--- config.mk ---
export PLATFORM = sky130hd
export DESIGN_NAME = mem_bus_arbiter_flat
export DESIGN_NICKNAME = d
export VERILOG_FILES = /design/src/rtl/mem_bus_arbiter_if.sv /design/src/rtl/mem_bus_arbiter.sv /design/src/flat_wrapper.sv
export SDC_FILE = /design/constraint.sdc
export NUM_CORES = 1
export LEC_CHECK = 0
export BUFFER_PORTS_ARGS = -buffer_cell sky130_fd_sc_hd__buf_2
export CAP_MARGIN = 20
export CORE_AREA = 8 8 207 209
export DETAILED_ROUTE_END_ITERATION = 6
export DIE_AREA = 0 0 215 217
export PLACE_DENSITY = 0.6
export SYNTH_ARGS = -nofsm -noshare
export SYNTH_HDL_FRONTEND = slang
export SYNTH_SLANG_ARGS = --single-unit
export TNS_END_PERCENT = 50
--- constraint.sdc ---
create_clock -name clk -period 1.7 [get_ports clk]
set_input_delay 0.17 -clock clk [delete_from_list [all_inputs] [get_ports clk]]
set_output_delay 0.17 -clock clk [all_outputs]
set_load 0.01 [all_outputs]
--- src/rtl/mem_bus_arbiter_if.sv ---
// Memory bus arbiter port bundle: fetch and data requesters plus the bus.
// slave is the arbiter's view; master is the requester/bus-side view.
interface mem_bus_arbiter_if #(
  parameter int ADDR_W = 64,
  parameter int DATA_W = 64
);
  logic              ireq_valid;
  logic [ADDR_W-1:0] ireq_addr;
  logic              iresp_ok;
  logic              iresp_err;
  logic [DATA_W-1:0] iresp_data;

  logic                dreq_valid;
  logic                dreq_we;
  logic [ADDR_W-1:0]   dreq_addr;
  logic [2:0]          dreq_size;
  logic [DATA_W-1:0]   dreq_wdata;
  logic [DATA_W/8-1:0] dreq_strobe;
  logic                dresp_ok;
  logic                dresp_err;
  logic [DATA_W-1:0]   dresp_data;

  logic                breq_valid;
  logic                breq_we;
  logic [ADDR_W-1:0]   breq_addr;
  logic [2:0]          breq_size;
  logic [DATA_W-1:0]   breq_wdata;
  logic [DATA_W/8-1:0] breq_strobe;
  logic                bus_ok;
  logic [DATA_W-1:0]   bus_rdata;

  modport slave (
    input  ireq_valid, ireq_addr,
    output iresp_ok, iresp_err, iresp_data,
    input  dreq_valid, dreq_we, dreq_addr,
    input  dreq_size, dreq_wdata, dreq_strobe,
    output dresp_ok, dresp_err, dresp_data,
    output breq_valid, breq_we, breq_addr,
    output breq_size, breq_wdata, breq_strobe,
    input  bus_ok, bus_rdata
  );

  modport master (
    output ireq_valid, ireq_addr,
    input  iresp_ok, iresp_err, iresp_data,
    output dreq_valid, dreq_we, dreq_addr,
    output dreq_size, dreq_wdata, dreq_strobe,
    input  dresp_ok, dresp_err, dresp_data,
    input  breq_valid, breq_we, breq_addr,
    input  breq_size, breq_wdata, breq_strobe,
    output bus_ok, bus_rdata
  );
endinterface

--- src/rtl/mem_bus_arbiter.sv ---
// Shares one memory bus between fetch (I) and load/store (D).
// Registered grant held until bus_ok or timeout, then a 1-cycle response.
module mem_bus_arbiter #(
  parameter int ADDR_W  = 64,
  parameter int DATA_W  = 64,
  parameter int TIMEOUT = 255
) (
  input logic              clk,
  input logic              rst_n,
  mem_bus_arbiter_if.slave bif
);
  localparam int SW = DATA_W / 8;
  localparam int CW = (TIMEOUT < 2) ? 1 : $clog2(TIMEOUT + 1);

  typedef enum logic [2:0] {
    IDLE, GNT_I, GNT_D, RESP_I, RESP_D
  } state_t;

  state_t state, nxt;

  logic              last_d;
  logic              pick_i;
  logic              pick_d;
  logic              in_gnt;
  logic              tmo_hit;
  logic              r_i;
  logic              r_d;
  logic [CW-1:0]     cnt;
  logic              we_q;
  logic [ADDR_W-1:0] addr_q;
  logic [2:0]        size_q;
  logic [DATA_W-1:0] wdata_q;
  logic [SW-1:0]     strb_q;
  logic [DATA_W-1:0] rdata_q;
  logic              err_q;

  // a tie goes to whichever side did not win last
  assign pick_d = bif.dreq_valid &&
                  (!bif.ireq_valid || !last_d);
  assign pick_i = bif.ireq_valid && !pick_d;

  assign in_gnt  = (state == GNT_I) ||
                   (state == GNT_D);
  assign tmo_hit = (TIMEOUT != 0) &&
                   (cnt == CW'(TIMEOUT - 1));

  always_ff @(posedge clk or negedge rst_n) begin
    if (!rst_n) state <= IDLE;
    else        state <= nxt;
  end

  always_comb begin
    nxt = state;
    unique case (state)
      IDLE: begin
        unique case (1'b1)
          pick_d:  nxt = GNT_D;
          pick_i:  nxt = GNT_I;
          default: nxt = IDLE;
        endcase
      end
      GNT_I:
        if (bif.bus_ok || tmo_hit) nxt = RESP_I;
      GNT_D:
        if (bif.bus_ok || tmo_hit) nxt = RESP_D;
      default: nxt = IDLE;
    endcase
  end

  always_ff @(posedge clk or negedge rst_n) begin
    if (!rst_n) begin
      last_d  <= 1'b0;
      cnt     <= '0;
      we_q    <= 1'b0;
      addr_q  <= '0;
      size_q  <= '0;
      wdata_q <= '0;
      strb_q  <= '0;
      rdata_q <= '0;
      err_q   <= 1'b0;
    end else if (state == IDLE && pick_d) begin
      last_d  <= 1'b1;
      cnt     <= '0;
      we_q    <= bif.dreq_we;
      addr_q  <= bif.dreq_addr;
      size_q  <= bif.dreq_size;
      wdata_q <= bif.dreq_wdata;
      strb_q  <= bif.dreq_strobe;
    end else if (state == IDLE && pick_i) begin
      last_d  <= 1'b0;
      cnt     <= '0;
      we_q    <= 1'b0;
      addr_q  <= bif.ireq_addr;
      size_q  <= 3'b011;
      wdata_q <= '0;
      strb_q  <= '1;
    end else if (in_gnt) begin
      // bus_ok beats a timeout landing in the same cycle
      if (bif.bus_ok) begin
        rdata_q <= we_q ? '0 : bif.bus_rdata;
        err_q   <= 1'b0;
      end else if (tmo_hit) begin
        rdata_q <= '0;
        err_q   <= 1'b1;
      end else begin
        cnt <= cnt + 1'b1;
      end
    end
  end

  assign r_i = (state == RESP_I);
  assign r_d = (state == RESP_D);

  assign bif.breq_valid  = in_gnt;
  assign bif.breq_we     = we_q;
  assign bif.breq_addr   = addr_q;
  assign bif.breq_size   = size_q;
  assign bif.breq_wdata  = wdata_q;
  assign bif.breq_strobe = strb_q;

  assign bif.iresp_ok   = r_i;
  assign bif.iresp_err  = r_i && err_q;
  assign bif.iresp_data = r_i ? rdata_q : '0;
  assign bif.dresp_ok   = r_d;
  assign bif.dresp_err  = r_d && err_q;
  assign bif.dresp_data = r_d ? rdata_q : '0;
endmodule
--- src/flat_wrapper.sv ---
// flat-port wrapper written by rule: the top's interface ports become plain ports
module mem_bus_arbiter_flat 
#(
  parameter int ADDR_W  = 64,
  parameter int DATA_W  = 64,
  parameter int TIMEOUT = 255
)
  (clk, rst_n, bif_ireq_valid, bif_ireq_addr, bif_iresp_ok, bif_iresp_err, bif_iresp_data, bif_dreq_valid, bif_dreq_we, bif_dreq_addr, bif_dreq_size, bif_dreq_wdata, bif_dreq_strobe, bif_dresp_ok, bif_dresp_err, bif_dresp_data, bif_breq_valid, bif_breq_we, bif_breq_addr, bif_breq_size, bif_breq_wdata, bif_breq_strobe, bif_bus_ok, bif_bus_rdata);
  mem_bus_arbiter_if #(.ADDR_W(ADDR_W), .DATA_W(DATA_W)) bif_i ();
  input logic clk;
  input logic rst_n;
  input wire logic [$bits(bif_i.ireq_valid)-1:0] bif_ireq_valid;
  input wire logic [$bits(bif_i.ireq_addr)-1:0] bif_ireq_addr;
  output wire logic [$bits(bif_i.iresp_ok)-1:0] bif_iresp_ok;
  output wire logic [$bits(bif_i.iresp_err)-1:0] bif_iresp_err;
  output wire logic [$bits(bif_i.iresp_data)-1:0] bif_iresp_data;
  input wire logic [$bits(bif_i.dreq_valid)-1:0] bif_dreq_valid;
  input wire logic [$bits(bif_i.dreq_we)-1:0] bif_dreq_we;
  input wire logic [$bits(bif_i.dreq_addr)-1:0] bif_dreq_addr;
  input wire logic [$bits(bif_i.dreq_size)-1:0] bif_dreq_size;
  input wire logic [$bits(bif_i.dreq_wdata)-1:0] bif_dreq_wdata;
  input wire logic [$bits(bif_i.dreq_strobe)-1:0] bif_dreq_strobe;
  output wire logic [$bits(bif_i.dresp_ok)-1:0] bif_dresp_ok;
  output wire logic [$bits(bif_i.dresp_err)-1:0] bif_dresp_err;
  output wire logic [$bits(bif_i.dresp_data)-1:0] bif_dresp_data;
  output wire logic [$bits(bif_i.breq_valid)-1:0] bif_breq_valid;
  output wire logic [$bits(bif_i.breq_we)-1:0] bif_breq_we;
  output wire logic [$bits(bif_i.breq_addr)-1:0] bif_breq_addr;
  output wire logic [$bits(bif_i.breq_size)-1:0] bif_breq_size;
  output wire logic [$bits(bif_i.breq_wdata)-1:0] bif_breq_wdata;
  output wire logic [$bits(bif_i.breq_strobe)-1:0] bif_breq_strobe;
  input wire logic [$bits(bif_i.bus_ok)-1:0] bif_bus_ok;
  input wire logic [$bits(bif_i.bus_rdata)-1:0] bif_bus_rdata;
  assign bif_i.ireq_valid = bif_ireq_valid;
  assign bif_i.ireq_addr = bif_ireq_addr;
  assign bif_iresp_ok = bif_i.iresp_ok;
  assign bif_iresp_err = bif_i.iresp_err;
  assign bif_iresp_data = bif_i.iresp_data;
  assign bif_i.dreq_valid = bif_dreq_valid;
  assign bif_i.dreq_we = bif_dreq_we;
  assign bif_i.dreq_addr = bif_dreq_addr;
  assign bif_i.dreq_size = bif_dreq_size;
  assign bif_i.dreq_wdata = bif_dreq_wdata;
  assign bif_i.dreq_strobe = bif_dreq_strobe;
  assign bif_dresp_ok = bif_i.dresp_ok;
  assign bif_dresp_err = bif_i.dresp_err;
  assign bif_dresp_data = bif_i.dresp_data;
  assign bif_breq_valid = bif_i.breq_valid;
  assign bif_breq_we = bif_i.breq_we;
  assign bif_breq_addr = bif_i.breq_addr;
  assign bif_breq_size = bif_i.breq_size;
  assign bif_breq_wdata = bif_i.breq_wdata;
  assign bif_breq_strobe = bif_i.breq_strobe;
  assign bif_i.bus_ok = bif_bus_ok;
  assign bif_i.bus_rdata = bif_bus_rdata;
  mem_bus_arbiter #(.ADDR_W(ADDR_W), .DATA_W(DATA_W), .TIMEOUT(TIMEOUT)) u_core (.clk(clk), .rst_n(rst_n), .bif(bif_i));
endmodule
==> impl_metrics.csv, run 1 <==
group,metric,value,unit
synthesis,synthMuxAreaShare,0.00309,
route,via_per_inst,4.82,
place,dpl_cell_area,13400,sq um
synthesis,synth_area_leader_cell,"dfrtp_1",
worst_setup_path,critPathMaxFanout,9,
synthesis,synthCells,1022,
route,ant_nets,0,
min_path,hold_path_class,"in -> reg",
synthesis,synthDistinctLibCells,43,
worst_setup_path,slowest_delay,0.43,ns
floorplanning,core,39500,sq um
min_path,min_to,"u_core.last_d",
run_status,failed_checks,"DRC, setup timing",
cells_and_area,final_cells,2425,
sta,grt_setup_unrepaired,"true",
place,post-place-cells,2058,
cells_and_area,fin_nets,2148,
clock_tree,numCtsBuffers,26,
route,routed_wl,49300,um
synthesis,synth_xor_area_frac,0.000902,
synthesis,synth.top_cell.area_share,0.559,
synthesis,yosys_warnings,0,
floorplanning,start_util,0.246,
cells_and_area,layout-drive-gt1-share,0.393,
floorplanning,chipHeight,217,um
sta,drv_slew,0,
cells_and_area,design_area,18200,sq um
worst_setup_path,cp_cell_sequence,"buf_6 -> nor3b_4 -> buf_6 -> buf_16 -> and2_1 -> buf_2",
synthesis,synth-edff-count,0,
route,vias,11700,
synthesis,syn-cell-area,9710,sq um
sta,max_clock_freq,463,MHz
clock_tree,cts_max_level,1,
worst_setup_path,cpMaxStageDelayCell,"dfrtp_1",
worst_setup_path,crit_required,1.53,ns
power,powerDensity,1480,nW/um^2
power,worst_ir_drop_vdd,0.922,mV
place,gp_congestion,0.836,
synthesis,synth_area_leaders,"dfrtp_1, and2_1, nand2_1, a22o_1, o21ai_0",
worst_setup_path,end_kind,"output pin",
grt,overflow,0,
synthesis,synth_top_family_by_area,"simple AND/OR/NAND/NOR gates",
route,drt_iter0_markers,853,
route,wl_per_cell,20.3,um
cells_and_area,multi_input_area,4070,sq um
floorplanning,die_w,215,um
worst_setup_path,cp.arrival,1.99,ns
run_status,outcome,"finished, violations left",
sta,layout_setup_ws,-0.462,ns
synthesis,synth.avg_cell_area,9.50,sq um
worst_setup_path,timing.rr.start,"u_core.state[2]",
synthesis,ys.flop_type,"dfrtp_1",
sta,finalSetupViolCount,293,
clock_tree,cts.path.max_buffers,3,
flow_run,drv_cap,0,
sta,relSlewSlack,0.616,
synthesis,synth_compound_area_frac,0.189,
sta,fin_crit_sh,1.27,
sta,worstMarginPinSlew,0.575,ns
power,swShare,0.383,
synthesis,ys_seq_elements,217,
worst_setup_path,start_kind,"flop",
power,power_switching,10.4,mW
cells_and_area,fillers,3534,
clock_tree,cts_root_buf,"clkbuf_16",
worst_setup_path,crit_family,"buffers and inverters",
grt,antenna_found_initial,10,
power,power_frac_seq,0.327,
clock_tree,clk_latency,0.54,ns
floorplanning,dieArea,46700,sq um
power,leakage,8.99,nW
grt,grt_pass1_wl,69500,um
grt,track_usage,0.181,
min_path,hold_depth,3,
sta,skew,0.0117,ns
place,port_buffers,545,
worst_setup_path,cp_num_buf_inv,4,
clock_tree,cts_tree,"built",
synthesis,synth.net_count,1297,
min_path,hp-start,"bif_dreq_valid",
route,dr.pass1.iters,7,
place,dp_hpwl,31000,um
grt,grt_pass1_vias,12200,
worst_setup_path,critical_path_class,"reg -> out",
synthesis,yosysSeqAreaShare,0.559,
power,pwr-share-comb,0.458,
floorplanning,io_pins,546,
power,p_int,16.7,mW
synthesis,synthArstFlopShare,1.00,
sta,hold_viol,0,
worst_setup_path,r2r-end,"u_core.bif.breq_addr[26]",
cells_and_area,syn_to_final_growth,87.8,%
route,drc,6,
worst_setup_path,r2r_setup_slack,-0.18,ns
worst_setup_path,path_common_cell,"buf_6",
sta,min_period,2.16,ns
floorplanning,row_count,73,
clock_tree,clk_pin_slew,0.05,ns
worst_setup_path,r2r_cells,10,
grt,grt_max_degree,75,
cells_and_area,regArea,5430,sq um
power,power.share.clock,0.215,
synthesis,synth_fa_ha_area_frac,0.00258,
clock_tree,clock_sinks,217,
synthesis,yosys.area_share.simple,0.202,
==> cell type report <==
cell class,count,area share
well taps,525,0.0360
repair buffers,913,0.393
inverters,3,0.000617
flip-flops and latches,217,0.298
clock buffers,36,0.0394
multi-input cells,712,0.223
clock inverters,11,0.00933
diodes,8,0.00110
==> how the worst max path moves through the flow <==
stage | startpoint | endpoint | slack [ns] | depth (start not counted)
global route | u_core.state[1] | bif_dresp_data[11] | -0.55 | 6
detailed placement | u_core.cnt[0] | u_core.rdata_q[63] | -0.03 | 7
CTS | u_core.state[1] | bif_iresp_data[55] | -0.46 | 6
floorplan | u_core.state[1] | u_core.cnt[4] | 0.01 | 5
finish | u_core.state[1] | bif_dresp_data[11] | -0.46 | 6
global placement | u_core.state[0] | u_core.cnt[6] | 0.01 | 4
==> tightest hold or removal path, stage by stage <==
cell	delay (ns)
buf_2	0.20
a21oi_1	0.15
a31oi_1	0.05
==> per-layer routing <==
metal | vias to the layer above | share of wire | GRT usage
li1 | 5220 | - | -
met1 | 5551 | 0.36 | 0.199
met2 | 745 | 0.49 | 0.315
met3 | 166 | 0.094 | 0.0588
met4 | 4 | 0.054 | 0.0885
met5 | - | 0.00051 | 0
==> sequential cells by signal, indices dropped and copies added (netlist names) <==
| name | flops |
|---|---|
| u_core.bif.breq_we | 1 |
| u_core.bif.breq_addr | 64 |
| u_core.bif.breq_wdata | 64 |
| u_core.cnt | 8 |
| u_core.last_d | 1 |
| u_core.state | 3 |
| u_core.bif.breq_strobe | 8 |
| u_core.rdata_q | 64 |
| u_core.bif.breq_size | 3 |
| u_core.err_q | 1 |
==> timing repair <==
item                                    in CTS  in global routing
hold buffers                               271                  0
hold endpoints to repair                   278                  0
cloned                                       3                 18
buffers inserted                             5                 16
pin swaps                                    3                 33
endpoints found under the setup margin     190                343
gates resized for setup                     21                104
==> kinds of logic (layout without fill, tap and decap cells) <==
group           after synthesis  count (layout)
compound gates              289             289
xor+xnor                      1               1
fa+ha+maj                     2               2
buf+inv                      94             963
flops                       217             217
mux                           3               3
other cells                   0               8
simple gates                416             417
==> power by group through the flow <==
stage          Sequential [mW]  Clock (mW)  Combinational (mW)
4_1_cts                   8.73        5.98                10.7
5_1_grt                   9.06        6.19                13.4
3_5_place_dp              8.75           0                9.93
6_report                  8.86        5.81                12.4
2_1_floorplan             9.04           0                4.88
3_3_place_gp              8.72           0                9.67
==> Yosys cell counts (2+ instances only) <==
library cell / n
o31ai_1: 2
clkbuf_1: 54
a31oi_1: 65
inv_1: 3
a22o_1: 66
buf_4: 9
mux2i_1: 3
buf_2: 19
nor2_1: 65
buf_1: 3
nand3_1: 3
o21ai_1: 17
o21ai_0: 114
clkbuf_2: 6
dfrtp_1: 217
nand2_1: 199
ha_1: 2
nor3_1: 2
nand4_1: 2
and2_1: 130
o22a_1: 10
a21oi_1: 9
or4_1: 2
==> layout by cell type, fill, tap and decap left out, types with 3 or more instances in the layout <==
master / instances
buf_16: 5
clkinv_2: 3
o21ai_1: 16
buf_2: 494
and2_1: 83
nand2_1: 199
a21oi_1: 9
bufinv_16: 4
buf_12: 23
clkinv_4: 3
o22a_1: 10
a31oi_1: 65
dlygate4sd3_1: 271
clkbuf_1: 8
nor2_1: 65
inv_1: 3
clkbuf_16: 40
o21ai_0: 114
and2_4: 47
a22o_1: 66
buf_4: 43
buf_6: 61
diode_2: 8
mux2i_1: 3
buf_8: 3
dfrtp_1: 216
==> per-stage QoR <==
step / power [mW] / setup TNS [ns] / util / worst slack (ns) / hold WS, ns
2_1_floorplan: 13.9 / 0 / - / 0.0111 / -0.126
3_3_place_gp: 18.4 / 0 / 0.340 / 0.0127 / 0.178
3_5_place_dp: 18.7 / -0.193 / 0.340 / -0.0263 / 0.175
4_1_cts: 25.5 / -65.77 / 0.437 / -0.460 / 0.000176
5_1_grt: 28.7 / -95.27 / 0.462 / -0.553 / 0.0801
6_report: 27.1 / -60.08 / 0.462 / -0.462 / 0.0853
No activity file was read; power rests on OpenSTA's default activity.
==> inputs of run 2 (changes only) <==
==> constraint.sdc (replaced) <==
create_clock -name clk -period 1.7 [get_ports clk]
set_input_delay 0.34 -clock clk [delete_from_list [all_inputs] [get_ports clk]]
set_output_delay 0.34 -clock clk [all_outputs]
set_load 0.01 [all_outputs]
==> run 2 against run 1 <==
Routed wire length decreased by 10%. Design area down 15%. The run ends with setup timing left. Power down 4.8%. Non-clock buffer count is 263 lower. Largest cell class is now flip-flops and latches. Combinational power shrank 8%. Die area stayed put. Critical path depth unchanged.
==> impl_metrics.csv, run 2 (synthesis gave the netlist of run 1 again) <==
group,metric,value,unit
route,drc,0,
grt,overflow,0,
run_status,outcome,"finished, violations left",
power,p_total,25.8,mW
route,drt_iter0_markers,583,
floorplanning,die_w,215,um
worst_setup_path,cp.arrival,1.95,ns
clock_tree,clk_pin_slew,0.06,ns
clock_tree,clock_sinks,217,
clock_tree,cts.path.max_buffers,3,
cells_and_area,fin_nets,1883,
worst_setup_path,end_kind,"output pin",
place,port_buffers,545,
route,met2WireLength,22000,um
clock_tree,cts_root_buf,"clkbuf_16",
sta,min_period,2.29,ns
power,powerDensity,1660,nW/um^2
worst_setup_path,cp_num_buf_inv,4,
route,vias,10100,
sta,finalSetupViolCount,257,
route,via_per_inst,4.68,
place,gp_congestion,0.906,
worst_setup_path,crit_family,"buffers and inverters",
cells_and_area,mostFrequentLayoutCells,"buf_2, dfrtp_1, nand2_1",
cells_and_area,final_common_cell,"buf_2",
route,wl_met3,3820,um
grt,track_usage,0.168,
sta,worstMarginPinSlew,0.649,ns
place,dp_slack,-0.0374,ns
route,topRoutingLayerUsed,"met5",
sta,relSlewSlack,0.566,
sta,layout_setup_ws,-0.592,ns
worst_setup_path,slowest_delay,0.40,ns
floorplanning,start_util,0.246,
worst_setup_path,crit_required,1.36,ns
floorplanning,core,39500,sq um
power,worst_ir_drop_vdd,1.02,mV
grt,grt_max_degree,66,
route,ant_nets,0,
worst_setup_path,cpMaxStageDelayCell,"dfrtp_1",
sta,skew,0.0182,ns
clock_tree,numCtsBuffers,25,
route,dr.pass1.iters,5,
clock_tree,cts_max_level,1,
floorplanning,io_pins,546,
sta,max_clock_freq,436,MHz
clock_tree,clk_latency,0.53,ns
grt,grt_pass1_wl,62800,um
cells_and_area,final_core_util,0.394,
route,wl_per_cell,20.5,um
floorplanning,dieArea,46700,sq um
sta,hold_viol,0,
grt,antenna_found_initial,8,
worst_setup_path,critical_path_class,"reg -> out",
grt,grt_pass1_vias,10500,
route,wl_met1,16800,um
cells_and_area,layout-drive-gt1-share,0.478,
floorplanning,row_count,73,
power,leakage,7.86,nW
flow_run,drv_cap,0,
clock_tree,cts_tree,"built",
place,dp_hpwl,32400,um
sta,drv_slew,0,
worst_setup_path,startpoint,"u_core.state[1]",
cells_and_area,syn_to_final_growth,60.2,%
worst_setup_path,path_common_cell,"buf_6",
worst_setup_path,critPathMaxFanout,7,
run_status,failed_checks,"setup timing",
worst_setup_path,cp_cell_sequence,"buf_6 -> nor3b_4 -> buf_6 -> clkbuf_16 -> and2_4 -> buf_6",
worst_setup_path,timing.rr.start,"u_core.state[2]",
sta,grt_setup_unrepaired,"true",
min_path,hold_path_class,"in -> reg",
route,routed_wl,44100,um
min_path,hp-start,"bif_bus_rdata[13]",
sta,tns,-72.73,ns
worst_setup_path,start_kind,"flop",
sta,fin_crit_sh,1.35,
floorplanning,chipHeight,217,um
run 2: changes by cell type in the layout (fill, tap and decap cells not counted), moves of 10 or more:
cell | previous run | this run
and2_1 | 83 | 69
buf_2 | 494 | 477
and2_4 | 47 | 61
buf_4 | 43 | 53
buf_6 | 61 | 85
dlygate4sd3_1 | 271 | 2
run 2: where the power goes:
group | total [mW] | internal, mW | switching [mW]
registers | 8.90 | 7.34 | 1.56
clock network | 5.46 | 3.26 | 2.19
logic | 11.4 | 5.15 | 6.28
run 2: path summary, 6_finish.rpt:
kind | to | slack (ns) | depth (start not counted)
worst max-delay path | bif_dresp_data[11] | -0.59 | 6
worst min-delay path | u_core.rdata_q[13] | 0.04 | 3
worst max register to register | u_core.bif.breq_addr[30] | -0.14 | 8
worst min register to register | u_core.bif.breq_strobe[7] | 0.49 | 1
max in group asynchronous | u_core.bif.breq_wdata[5] | 0.72 | 4
min in group asynchronous | u_core.bif.breq_addr[7] | 0.28 | 2
run 2: layout make-up:
cell class              instances  area [sq um]
fillers                      3901         23900
flip-flops and latches        217          5430
repair buffers                650          4460
multi-input cells             711          4170
clock buffers                  37           731
well taps                     525           657
clock inverters                 7          91.3
inverters                       3          13.8
diodes                          5          12.5
run 2: repair_timing:
action	CTS	global route
resized for setup	28	157
endpoints found under the setup margin	135	331
setup buffers	6	7
pin swaps	4	44
cloned	3	11
hold buffers	2	0
endpoints found under the hold margin	60	0
run 2: routing by layer:
layer  global-route usage  vias up
met3               0.0553       74
met2                0.294      490
met4               0.0599        2
met1                0.189     4862
li1                     -     4666
met5                    0        -
run 2: worst min-delay path: stages:
cell and delay [ns]:
buf_2 0.09, nand2_1 0.05, o21ai_1 0.05
run 2: stage by stage:
stage                     cell area [sq um]  hold slack, ns  instances
after detailed placement              13600           0.244       2079
after global routing                  15600         0.00738       2154
after global placement                13600           0.242       2079
after floorplan                        9720          0.0444       1022
after CTS                             14600         0.00324       2134
final                                 15600          0.0353       2155
==> inputs of run 3 (changes only) <==
--- a/config.mk
+++ b/config.mk
@@ -7,10 +7,11 @@
 export LEC_CHECK = 0
 export BUFFER_PORTS_ARGS = -buffer_cell sky130_fd_sc_hd__buf_2
 export CAP_MARGIN = 20
-export CORE_AREA = 8 8 207 209
+export CORE_AREA = 4 4 209 211
 export DETAILED_ROUTE_END_ITERATION = 6
-export DIE_AREA = 0 0 215 217
-export PLACE_DENSITY = 0.6
+export DIE_AREA = 0 0 213 215
+export PLACE_DENSITY = 0.57
+export REMOVE_ABC_BUFFERS = 1
 export SYNTH_ARGS = -nofsm -noshare
 export SYNTH_HDL_FRONTEND = slang
 export SYNTH_SLANG_ARGS = --single-unit
==> run 3 against run 2 <==
Combinational power is 8% higher. Maximum frequency is 5.0% higher. Via count is 2.0% higher. Die area is 1.8% lower. Sequential cell count stayed put. Routed wire length is 0.83% lower. Highest routed layer unchanged. The flow still finishes with violations (setup timing). Non-clock buffer count is 44 higher. Setup slack better by 0.11 ns. Sequential share of layout area is 1.4 points lower. Cell count is 2.6% higher. Design area is 4.2% higher. Count of clock-buffer cells in the layout stayed put.
==> impl_metrics.csv, run 3 (synthesis gave the netlist of run 1 again) <==
group,metric,value,unit
cells_and_area,final_cells,2211,
clock_tree,cts_max_level,1,
floorplanning,core,41800,sq um
floorplanning,chipHeight,215,um
grt,grt_pass1_vias,9757,
sta,worstMarginPinSlew,0.368,ns
route,wl_per_cell,19.8,um
power,worst_ir_drop_vdd,1.07,mV
clock_tree,numCtsBuffers,26,
power,powerDensity,1640,nW/um^2
sta,relSlewSlack,0.754,
run_status,failed_checks,"setup timing",
clock_tree,cts_tree,"built",
flow_run,drv_cap,0,
place,dp_hpwl,27500,um
grt,antenna_found_initial,9,
worst_setup_path,critical_path_class,"reg -> out",
place,gp_congestion,0.845,
cells_and_area,multi_input_area,4120,sq um
route,dr.pass1.iters,6,
clock_tree,clock_sinks,217,
grt,overflow,0,
cells_and_area,regArea,5430,sq um
route,drt_iter0_markers,597,
worst_setup_path,crit_required,1.36,ns
floorplanning,io_pins,546,
cells_and_area,final_core_util,0.388,
sta,skew,0.0172,ns
worst_setup_path,cp.arrival,1.84,ns
place,port_buffers,545,
worst_setup_path,end_kind,"output pin",
route,ant_nets,0,
sta,drv_slew,0,
grt,grt_max_degree,75,
cells_and_area,layout-drive-gt1-share,0.463,
route,via_per_inst,4.66,
sta,grt_setup_unrepaired,"true",
grt,track_usage,0.153,
sta,min_period,2.18,ns
place,post-place-cells,2064,
clock_tree,cts.path.max_buffers,3,
floorplanning,start_util,0.233,
cells_and_area,mostFrequentLayoutCells,"buf_2, dfrtp_1, nand2_1",
floorplanning,dieArea,45800,sq um
sta,fin_crit_sh,1.28,
grt,grt_pass1_wl,56600,um
clock_tree,clk_latency,0.55,ns
floorplanning,row_count,75,
worst_setup_path,start_kind,"flop",
worst_setup_path,critPathMaxFanout,10,
route,vias,10300,
cells_and_area,final_common_cell,"buf_2",
cells_and_area,fin_nets,1929,
sta,finalSetupViolCount,340,
route,drc,0,
floorplanning,die_w,213,um
run_status,outcome,"finished, violations left",
clock_tree,clk_pin_slew,0.06,ns
min_path,hold_path_class,"in -> reg",
sta,layout_setup_ws,-0.483,ns
cells_and_area,syn_to_final_growth,67.0,%
sta,hold_viol,0,
clock_tree,cts_root_buf,"clkbuf_16",
route,routed_wl,43700,um
cells_and_area,fillers,4152,
power,leakage,8.13,nW
sta,max_clock_freq,458,MHz
-- run 3: cell type report --
| class | count | share of cell area |
|---|---|---|
| flip-flops and latches | 217 | 0.335 |
| repair buffers | 694 | 0.316 |
| multi-input cells | 712 | 0.254 |
| clock buffers | 37 | 0.0482 |
| well taps | 539 | 0.0416 |
| clock inverters | 8 | 0.00378 |
| inverters | 3 | 0.000848 |
| diodes | 1 | 0.000154 |
-- run 3: metrics by stage --
stage	power (mW)	hold slack, ns	TNS (ns)	cell area (sq um)	worst slack [ns]
final	26.6	0.0291	-93.50	16200	-0.483
after global routing	28.3	0.00492	-122.58	16200	-0.555
after CTS	24.4	0.0000311	-68.43	14900	-0.508
after detailed placement	18.4	0.217	-0.213	13400	-0.0656
after global placement	18.2	0.215	-0.133	13400	-0.0351
after floorplan	13.3	0.0444	-512.94	9310	-1.96
-- run 3: per-layer routing --
layer  global-route usage  up-vias  part of all wire
li1                     -     4765                 -
met1                0.178     4924              0.38
met2                0.274      524              0.51
met3               0.0455       78             0.089
met4               0.0399        8             0.026
met5                    0        -            0.0013
-- run 3: what timing repair did --
action | 4_1_cts | 5_1_grt
cloned | 3 | 33
pin swaps | 15 | 48
endpoints found under the setup margin | 175 | 343
hold endpoints to repair | 130 | 0
hold buffers | 44 | 0
buffers inserted | 9 | 13
gates resized for setup | 23 | 141
-- run 3: critical path, stage by stage, from the launching register on --
cell and delay, ns:
dfrtp_2 0.44, and3b_2 0.24, buf_12 0.16, clkbuf_16 0.17
and2_1 0.16, buf_2 0.14
-- run 3: report_power, final --
group	leakage, nW	switching [mW]	total [mW]	internal [mW]
clock	0.418	2.26	5.45	3.19
combinational	5.03	6.55	12.3	5.74
sequential	2.69	1.49	8.83	7.34
-- run 3: path summary, 6_finish.rpt --
path | start | end | slack, ns | depth (start not counted)
min in group asynchronous | rst_n | u_core.bif.breq_wdata[11] | 0.25 | 2
worst max register to register | u_core.state[0] | u_core.bif.breq_addr[39] | -0.30 | 9
worst max-delay path | u_core.state[0] | bif_iresp_data[1] | -0.48 | 5
worst min register to register | u_core.bif.breq_strobe[1] | u_core.bif.breq_strobe[1] | 0.49 | 1
max in group asynchronous | rst_n | u_core.bif.breq_wdata[55] | 0.81 | 4
worst min-delay path | bif_bus_rdata[60] | u_core.rdata_q[60] | 0.03 | 3
